`src/rtl/mult_pipe.sv`:
```
// -----------------------------------------------------------------------------
// mult_pipe -- fully pipelined WIDTH x WIDTH integer multiplier.
//
// The operands, the per-beat signed_mode bit and a valid bit are registered in
// an input stage. STAGES-1 product stages follow. The first product stage does
// the multiply and the rest delay the result, so y is visible STAGES cycles
// after a beat is presented. Every stage shifts together on a single advance
// enable. A held output therefore freezes the whole pipe, and bubbles travel
// through it as invalid stages.
//
// Optional feature (compile-time macro MULT_PIPE_ACC_EN): adds acc_clr/acc and
// an ACC_WIDTH accumulator that sums each product as it leaves the block.
//
// Parameters:
//   WIDTH     operand width (>= 2); y is 2*WIDTH bits
//   STAGES    register stages from accepted input to y (>= 2)
//   ACC_WIDTH accumulator width (>= 2*WIDTH), used only with MULT_PIPE_ACC_EN
//
// Ports:
//   clk, rst_n             clock, asynchronous active-low reset
//   in_valid / in_ready    input handshake (in_ready depends only on the output side)
//   a, b, signed_mode      operands, 1 = two's complement, 0 = unsigned
//   out_valid / out_ready  output handshake
//   y                      product (low 2*WIDTH bits of the exact product)
//   acc_clr, acc           accumulator clear / value (MULT_PIPE_ACC_EN only)
// -----------------------------------------------------------------------------
module mult_pipe #(
  parameter int WIDTH     = 16,
  parameter int STAGES    = 3,
  parameter int ACC_WIDTH = 40
) (
  input  logic                   clk,
  input  logic                   rst_n,
  input  logic                   in_valid,
  output logic                   in_ready,
  input  logic [WIDTH-1:0]       a,
  input  logic [WIDTH-1:0]       b,
  input  logic                   signed_mode,
  output logic                   out_valid,
  input  logic                   out_ready,
  output logic [2*WIDTH-1:0]     y
`ifdef MULT_PIPE_ACC_EN
  ,
  input  logic                   acc_clr,
  output logic [ACC_WIDTH-1:0]   acc
`endif
);

  localparam int PS = STAGES - 1;   // number of product stages

  if (STAGES < 2) begin : g_bad_stages
    $error("mult_pipe: STAGES must be at least 2");
  end

  // Whole-pipe advance: move when the output slot is empty or being drained.
  logic adv;
  assign adv      = !out_valid || out_ready;
  assign in_ready = adv;

  // Input stage
  logic [WIDTH-1:0] a_q, b_q;
  logic             sm_in_q;
  logic             v_in_q;

  // Product stages, index PS-1 drives the outputs
  logic [2*WIDTH-1:0] p_q  [PS];
  logic [PS-1:0]      v_q;
  logic [PS-1:0]      sm_q;

  // Extending both operands to 2*WIDTH bits (sign or zero per mode) and
  // multiplying modulo 2^(2*WIDTH) gives exactly the low 2*WIDTH bits of the
  // (WIDTH+1)-bit extended product. No wider intermediate is required.
  logic [2*WIDTH-1:0] ext_a, ext_b, prod;

  // NOTE: every variable written in always_comb gets a default value first,
  // so that no path leaves it unassigned and infers a latch.
  always_comb begin
    ext_a = {{WIDTH{1'b0}}, a_q};
    ext_b = {{WIDTH{1'b0}}, b_q};
    if (sm_in_q) begin
      ext_a = {{WIDTH{a_q[WIDTH-1]}}, a_q};
      ext_b = {{WIDTH{b_q[WIDTH-1]}}, b_q};
    end
    prod = ext_a * ext_b;
  end

  // NOTE: the data registers are reset as well as the valid bits, so y reads 0
  // after reset. Sequential state uses non-blocking assignments only, which
  // keeps the stage-to-stage shift order independent.
  always_ff @(posedge clk or negedge rst_n) begin
    if (!rst_n) begin
      a_q     <= '0;
      b_q     <= '0;
      sm_in_q <= 1'b0;
      v_in_q  <= 1'b0;
      v_q     <= '0;
      sm_q    <= '0;
      for (int k = 0; k < PS; k++) p_q[k] <= '0;
    end else if (adv) begin
      v_in_q  <= in_valid;
      a_q     <= a;
      b_q     <= b;
      sm_in_q <= signed_mode;
      p_q[0]  <= prod;
      v_q[0]  <= v_in_q;
      sm_q[0] <= sm_in_q;
      for (int k = 1; k < PS; k++) begin
        p_q[k]  <= p_q[k-1];
        v_q[k]  <= v_q[k-1];
        sm_q[k] <= sm_q[k-1];
      end
    end
  end

  assign out_valid = v_q[PS-1];
  assign y         = p_q[PS-1];

`ifdef MULT_PIPE_ACC_EN
  // Extend the output product per its own beat's mode before accumulating.
  logic [ACC_WIDTH-1:0] y_ext;
  always_comb begin
    y_ext = ACC_WIDTH'(y);
    if (sm_q[PS-1]) y_ext = ACC_WIDTH'($signed(y));
  end

  always_ff @(posedge clk or negedge rst_n) begin
    if (!rst_n) begin
      acc <= '0;
    end else if (out_valid && out_ready) begin
      // A clear that coincides with a transfer restarts the sum at this product.
      acc <= (acc_clr ? '0 : acc) + y_ext;
    end else if (acc_clr) begin
      acc <= '0;
    end
  end
`else
  logic unused_sm;
  assign unused_sm = ^sm_q;
`endif

endmodule

```
`config.mk`:
```
export PLATFORM = sky130hd
export DESIGN_NAME = mult_pipe
export DESIGN_NICKNAME = d
export VERILOG_FILES = /design/src/rtl/mult_pipe.sv
export SDC_FILE = /design/constraint.sdc
export NUM_CORES = 1
export LEC_CHECK = 0
export ABC_AREA = 0
export BUFFER_PORTS_ARGS = -buffer_cell sky130_fd_sc_hd__buf_2
export CAP_MARGIN = 20
export CELL_PAD_IN_SITES_DETAIL_PLACEMENT = 0
export CELL_PAD_IN_SITES_GLOBAL_PLACEMENT = 2
export CORE_MARGIN = 2
export CORE_UTILIZATION = 30
export DETAILED_ROUTE_END_ITERATION = 6
export GPL_TIMING_DRIVEN = 0
export PLACE_DENSITY = 0.63
export SYNTH_ARGS = -nofsm -noshare
export SYNTH_HDL_FRONTEND = slang
export SYNTH_SLANG_ARGS = --single-unit
```
`constraint.sdc`:
```
create_clock -name clk -period 18.3 [get_ports clk]
set_clock_uncertainty 0.2 [all_clocks]
set_input_delay 0 -clock clk [delete_from_list [all_inputs] [get_ports clk]]
set_output_delay 0 -clock clk [all_outputs]
set_load 0.02 [all_outputs]
```
==> flow_metrics.env, run 1 <==
export IMPL_initial_core_util_pct=30.3
export IMPL_fillers=5870
export IMPL_grt_pass1_vias=13100
export IMPL_relSlewSlack_pct=34.3
export IMPL_gp_congestion=0.836
export IMPL_synthesis_instances=1769
export IMPL_max_freq_mhz=111
export IMPL_fp_dieArea_um2=57600
export IMPL_critical_path_class="register to register"
export IMPL_drt_first_pass_iters=5
export IMPL_synth_area_leaders="fa_1, dfrtp_1, ha_1, nand2_1, inv_1"
export IMPL_syn_area_um2=16700
export IMPL_drive_above_1_share_pct=7.18
export IMPL_via_per_inst=4.54
export IMPL_hold_class="primary input to register"
export IMPL_drc=0
export IMPL_worstHoldPathCells=4
export IMPL_area_delta_synth_final_pct=12.1
export IMPL_status="finished, final reports clean"
export IMPL_synth_edf_count=0
export IMPL_crit_required_ns=18.35
export IMPL_setup_tns_ns=0
export IMPL_wl_um=52500
export IMPL_vias=12000
export IMPL_cpMostUsedCell="fa_1"
export IMPL_grt_pass1_wl_um=80600
export IMPL_coreArea_um2=55100
export IMPL_post_route_period_util_pct=49.4
export IMPL_cts_max_level=3
export IMPL_numPortBuffers=70
export IMPL_setup_viol=0
export IMPL_critical_path_arrival_ns=9.10
export IMPL_ioPinCount=71
export IMPL_most_common_layout_cells="nand2_1, fa_1, inv_1, and2_1, ha_1"
export IMPL_slowest_delay_ns=0.85
export IMPL_clockRootBuffer="clkbuf_16"
export IMPL_grt_antenna_before_repair=5
export IMPL_synth_top_area_share_pct=39.9
export IMPL_post_cts_setup_buffers=0
export IMPL_routedWlPerCell_um=19.9
export IMPL_overflow=0
export IMPL_die_w_um=240
export IMPL_period_minus_slack_ns=9.05
export IMPL_cp_max_fo=10
export IMPL_post_cts_resized=0
export IMPL_cts_sinks=100
export IMPL_drv_cap=0
export IMPL_die_h_um=240
export IMPL_drv_slew=0
export IMPL_yosysWarnings=0
export IMPL_clkLatencyLatePin_ns=0.40
export IMPL_cts_hold_buf=37
export IMPL_num_rows=86
export IMPL_end_kind="register"
export IMPL_worstMarginPinSlew_ns=0.986
export IMPL_avgSynthCellArea_um2=9.44
export IMPL_track_usage_pct=19.3
export IMPL_ant_nets=0
export IMPL_yosysSeqAreaShare_pct=15.0
export IMPL_clk_pin_slew_ns=0.08
export IMPL_rsz0062_at_grt="false"
export IMPL_ys_ff_latch=100
export IMPL_crit_slowest_cell="fa_1"
export IMPL_hold_violations=0
export IMPL_cts_tree="done"
export IMPL_cts_buffers=9
export IMPL_crit_path_start_kind="register"
export IMPL_yosysTopAreaCell="fa_1"
export IMPL_dpl_hpwl_um=43700
export IMPL_r2r_cells=26
export IMPL_ys_flop_type="dfrtp_1"
export IMPL_nets=2388
export IMPL_first_iter_violations=539
export IMPL_final_common_cell="nand2_1"
export IMPL_async_reset_ff_share_pct=100
export IMPL_grt_max_degree=57
export IMPL_syn_nets=2268
export IMPL_synth_cell_types=54
export IMPL_clk_path_buf_depth=2
==> flip-flops by register name (all words and copies together) (netlist names) <==
register	flops
p_q	32
y	32
a_q	16
b_q	16
v_q	2
sm_in_q	1
v_in_q	1
==> cell usage after synthesis, types with 2 or more instances <==
library cell and n:
a211o_1 2, a211oi_1 2, a21o_1 15, a21o_2 2, a21oi_1 42, a31oi_1 3, and2_1 172, and3_1 24
buf_4 32, clkbuf_1 76, dfrtp_1 100, fa_1 333, ha_1 129, inv_1 318, mux2_2 2, nand2_1 334
nand2b_1 6, nand3_1 4, nand3b_1 5, nand4_1 2, nor2_1 31, nor3b_1 2, o211ai_1 5, o21a_1 4
o21ai_0 20, o21bai_1 5, o31ai_1 4, xnor2_1 52, xor2_1 18
==> logic make-up after synthesis <==
| group | after synthesis | synth area share, % |
|---|---|---|
| AOI/OAI and AO/OA | 118 | 4.61 |
| DFF | 100 | 15.0 |
| adders and majority gates | 462 | 49.6 |
| buffers and inverters | 429 | 10.4 |
| muxes | 3 | 0.195 |
| and+or+nand+nor | 587 | 16.6 |
| xor gates and xnor gates | 70 | 3.67 |
==> worst paths after layout <==
check | startpoint | end | slack, ns
worst max-delay path | sm_in_q$_DFFE_PN0P_ | p_q[63]$_DFFE_PN0P_ | 9.25
worst min-delay path | a[10] | a_q[10]$_DFFE_PN0P_ | 0.13
worst max register to register | sm_in_q$_DFFE_PN0P_ | p_q[63]$_DFFE_PN0P_ | 9.25
worst min register to register | v_q[0]$_DFFE_PN0P_ | v_q[1]$_DFFE_PN0P_ | 0.26
max in group asynchronous | rst_n | b_q[14]$_DFFE_PN0P_ | 17.10
min in group asynchronous | rst_n | y[7]$_DFFE_PN0P_ | 0.48
==> critical path, delay by kind of cell (launching register included) <==
kind | cells | cell delay (ns)
AOI/OAI and AO/OA | 5 | 0.92
xor gates and xnor gates | 1 | 0.21
adders and majority gates | 9 | 4.83
buffers and inverters | 7 | 1.43
DFF | 1 | 0.46
and+or+nand+nor | 4 | 0.84
==> cell type report <==
cell class,count,area [um^2],area share [%]
Multi-Input combinational cell,1240,12500,66.5
Sequential cell,100,2500,13.4
Inverter,319,1200,6.39
Tap cell,748,936,5.00
Timing Repair Buffer,109,787,4.20
Buffer,110,542,2.89
Clock buffer,9,225,1.20
Clock inverter,7,72.6,0.387
Antenna cell,1,2.50,0.0134
==> per-stage QoR <==
step / util [%] / instance area [um^2] / cells / hold slack [ns] / setup WS [ns]
5_1_grt: 34.0 / 18700 / 2642 / 0.135 / 8.84
2_1_floorplan: - / 16700 / 1769 / -0.496 / 10.74
4_1_cts: 34.0 / 18700 / 2641 / 0.113 / 9.24
3_5_place_dp: 32.7 / 18000 / 2588 / -0.213 / 9.28
3_3_place_gp: 32.7 / 18000 / 2587 / 0.00291 / 9.33
6_report: 34.0 / 18700 / 2643 / 0.132 / 9.25
==> per-layer routing <==
metal | vias to the layer above | routed length (um) | track usage [%]
met5 | - | 0 | 0
met4 | 0 | 1270 | 5.14
met3 | 43 | 1560 | 2.37
met2 | 186 | 27800 | 34.9
met1 | 6267 | 21900 | 24.3
li1 | 5495 | - | -
Power of run 1 is not shown: default switching activity piles up to over one toggle a cycle in this logic, so the estimate is an artifact.
==> run 2: changes to the inputs <==
- PLACE_DENSITY: 0.63 -> 0.65
- clock period: 18.3 -> 7.6 ns (I/O delays scaled with it)
==> run 2 against run 1 <==
Against the previous run:
- register-to-register slack got worse by 9.0 ns
- via count up 0.70%
- core utilization up 0.89 points
- die area stayed put
- highest routed layer unchanged
==> flow_metrics.env, run 2 (synthesis results as in run 1) <==
export IMPL_grt_max_degree=61
export IMPL_crit_path_start_kind="register"
export IMPL_fp_dieArea_um2=57600
export IMPL_initial_core_util_pct=30.3
export IMPL_num_rows=86
export IMPL_setup_viol=0
export IMPL_critical_path_class="register to register"
export IMPL_coreArea_um2=55100
export IMPL_gp_congestion=0.857
export IMPL_period_minus_slack_ns=7.36
export IMPL_drive_above_1_share_pct=13.6
export IMPL_final_cells=2654
export IMPL_status="finished, final reports clean"
export IMPL_drc=0
export IMPL_overflow=0
export IMPL_grt_pass1_wl_um=80700
export IMPL_ant_nets=0
export IMPL_cts_sinks=100
export IMPL_hold_class="primary input to register"
export IMPL_clkLatencyLatePin_ns=0.39
export IMPL_area_delta_synth_final_pct=15.0
export IMPL_clk_path_buf_depth=2
export IMPL_post_route_period_util_pct=96.9
export IMPL_dpl_hpwl_um=43200
export IMPL_post_route_util_pct=34.9
export IMPL_cpMostUsedCell="fa_1"
export IMPL_nets=2399
export IMPL_drt_first_pass_iters=5
export IMPL_drv_cap=0
export IMPL_dp_cells=2589
export IMPL_cts_max_level=3
export IMPL_via_per_inst=4.55
export IMPL_worstMarginPinSlew_ns=0.955
export IMPL_grt_pass1_vias=13100
export IMPL_numPortBuffers=70
export IMPL_vias=12100
export IMPL_first_iter_violations=550
export IMPL_cts_tree="done"
export IMPL_crit_slowest_cell="fa_1"
export IMPL_die_w_um=240
export IMPL_cts_buffers=9
export IMPL_critical_path_arrival_ns=7.41
export IMPL_cp_max_fo=10
export IMPL_crit_chain="clkbuf_8 > and2_1 > fa_1 > fa_1 > fa_1 > inv_2 > fa_1 > inv_1 > fa_1 > inv_2 > fa_2 > inv_1 > fa_2 > fa_1 > ha_4 > nand3_2 > or2_4 > o221ai_4 > a211oi_4 > o31ai_4 > o41ai_4 > xnor2_2 > a21oi_1"
export IMPL_routedWlPerCell_um=19.8
export IMPL_hold_violations=0
export IMPL_max_freq_mhz=136
export IMPL_track_usage_pct=19.3
export IMPL_slowest_delay_ns=0.56
export IMPL_wl_um=52500
export IMPL_clk_pin_slew_ns=0.09
export IMPL_grt_antenna_before_repair=4
export IMPL_relSlewSlack_pct=36.4
export IMPL_crit_required_ns=7.64
export IMPL_end_kind="register"
export IMPL_ioPinCount=71
export IMPL_die_h_um=240
export IMPL_clockRootBuffer="clkbuf_16"
export IMPL_most_common_layout_cells="nand2_1, fa_1, inv_1, and2_1, ha_1"
export IMPL_drv_slew=0
-- run 2: worst max-delay path, delay by kind of cell (launching register included) --
| kind | cells | cell delay, ns |
|---|---|---|
| adders and majority gates | 9 | 4.43 |
| AOI/OAI and AO/OA | 5 | 0.83 |
| and+or+nand+nor | 3 | 0.57 |
| DFF | 1 | 0.53 |
| buffers and inverters | 5 | 0.43 |
| xor gates and xnor gates | 1 | 0.22 |
-- run 2: routing by layer --
layer  track usage (%)  wire length, um
met1              24.5            21900
met2              34.0            27400
met3              2.10             1550
met4              6.49             1630
met5                 0                0
-- run 2: timing repair --
| action | in CTS | in global routing |
|---|---|---|
| pin swaps | 11 | 30 |
| endpoints found under the setup margin | 13 | 8 |
| hold buffers | 37 | 0 |
| endpoints found under the hold margin | 134 | 0 |
| buffers inserted | 13 | 5 |
| gates resized for setup | 96 | 68 |
-- run 2: path summary, 6_finish.rpt --
kind	startpoint	to	slack, ns	cells past startpoint
min in group asynchronous	rst_n	a_q[12]$_DFFE_PN0P_	0.46	3
worst max register to register	a_q[14]$_DFFE_PN0P_	p_q[63]$_DFFE_PN0P_	0.24	23
worst min-delay path	b[2]	b_q[2]$_DFFE_PN0P_	0.14	4
worst max-delay path	a_q[14]$_DFFE_PN0P_	p_q[63]$_DFFE_PN0P_	0.24	23
max in group asynchronous	rst_n	b_q[4]$_DFFE_PN0P_	5.57	5
worst min register to register	v_q[0]$_DFFE_PN0P_	v_q[0]$_DFFE_PN0P_	0.26	2
-- run 2: final cells by class --
| class | count | area [um^2] |
|---|---|---|
| clock inverter | 7 | 62.6 |
| tap | 748 | 936 |
| buffer | 102 | 628 |
| antenna | 1 | 2.50 |
| timing repair buffer | 128 | 940 |
| multi-input combinational | 1240 | 12700 |
| clock buffer | 9 | 225 |
| fill | 5842 | 35900 |
| sequential | 100 | 2540 |
| inverter | 319 | 1200 |
-- run 2: through the flow --
| stage | setup slack, ns | setup TNS, ns | area [um^2] | hold slack (ns) |
|---|---|---|---|---|
| after floorplan | 0.0397 | 0 | 16700 | -0.496 |
| after global placement | -1.47 | -10.48 | 18000 | -0.00174 |
| after detailed placement | -1.50 | -10.63 | 18000 | -0.150 |
| after CTS | 0.0113 | 0 | 19000 | 0.115 |
| after global routing | -0.00278 | -0.00278 | 19200 | 0.152 |
| final | 0.236 | 0 | 19200 | 0.136 |
Power of run 2 is left out for the same reason.
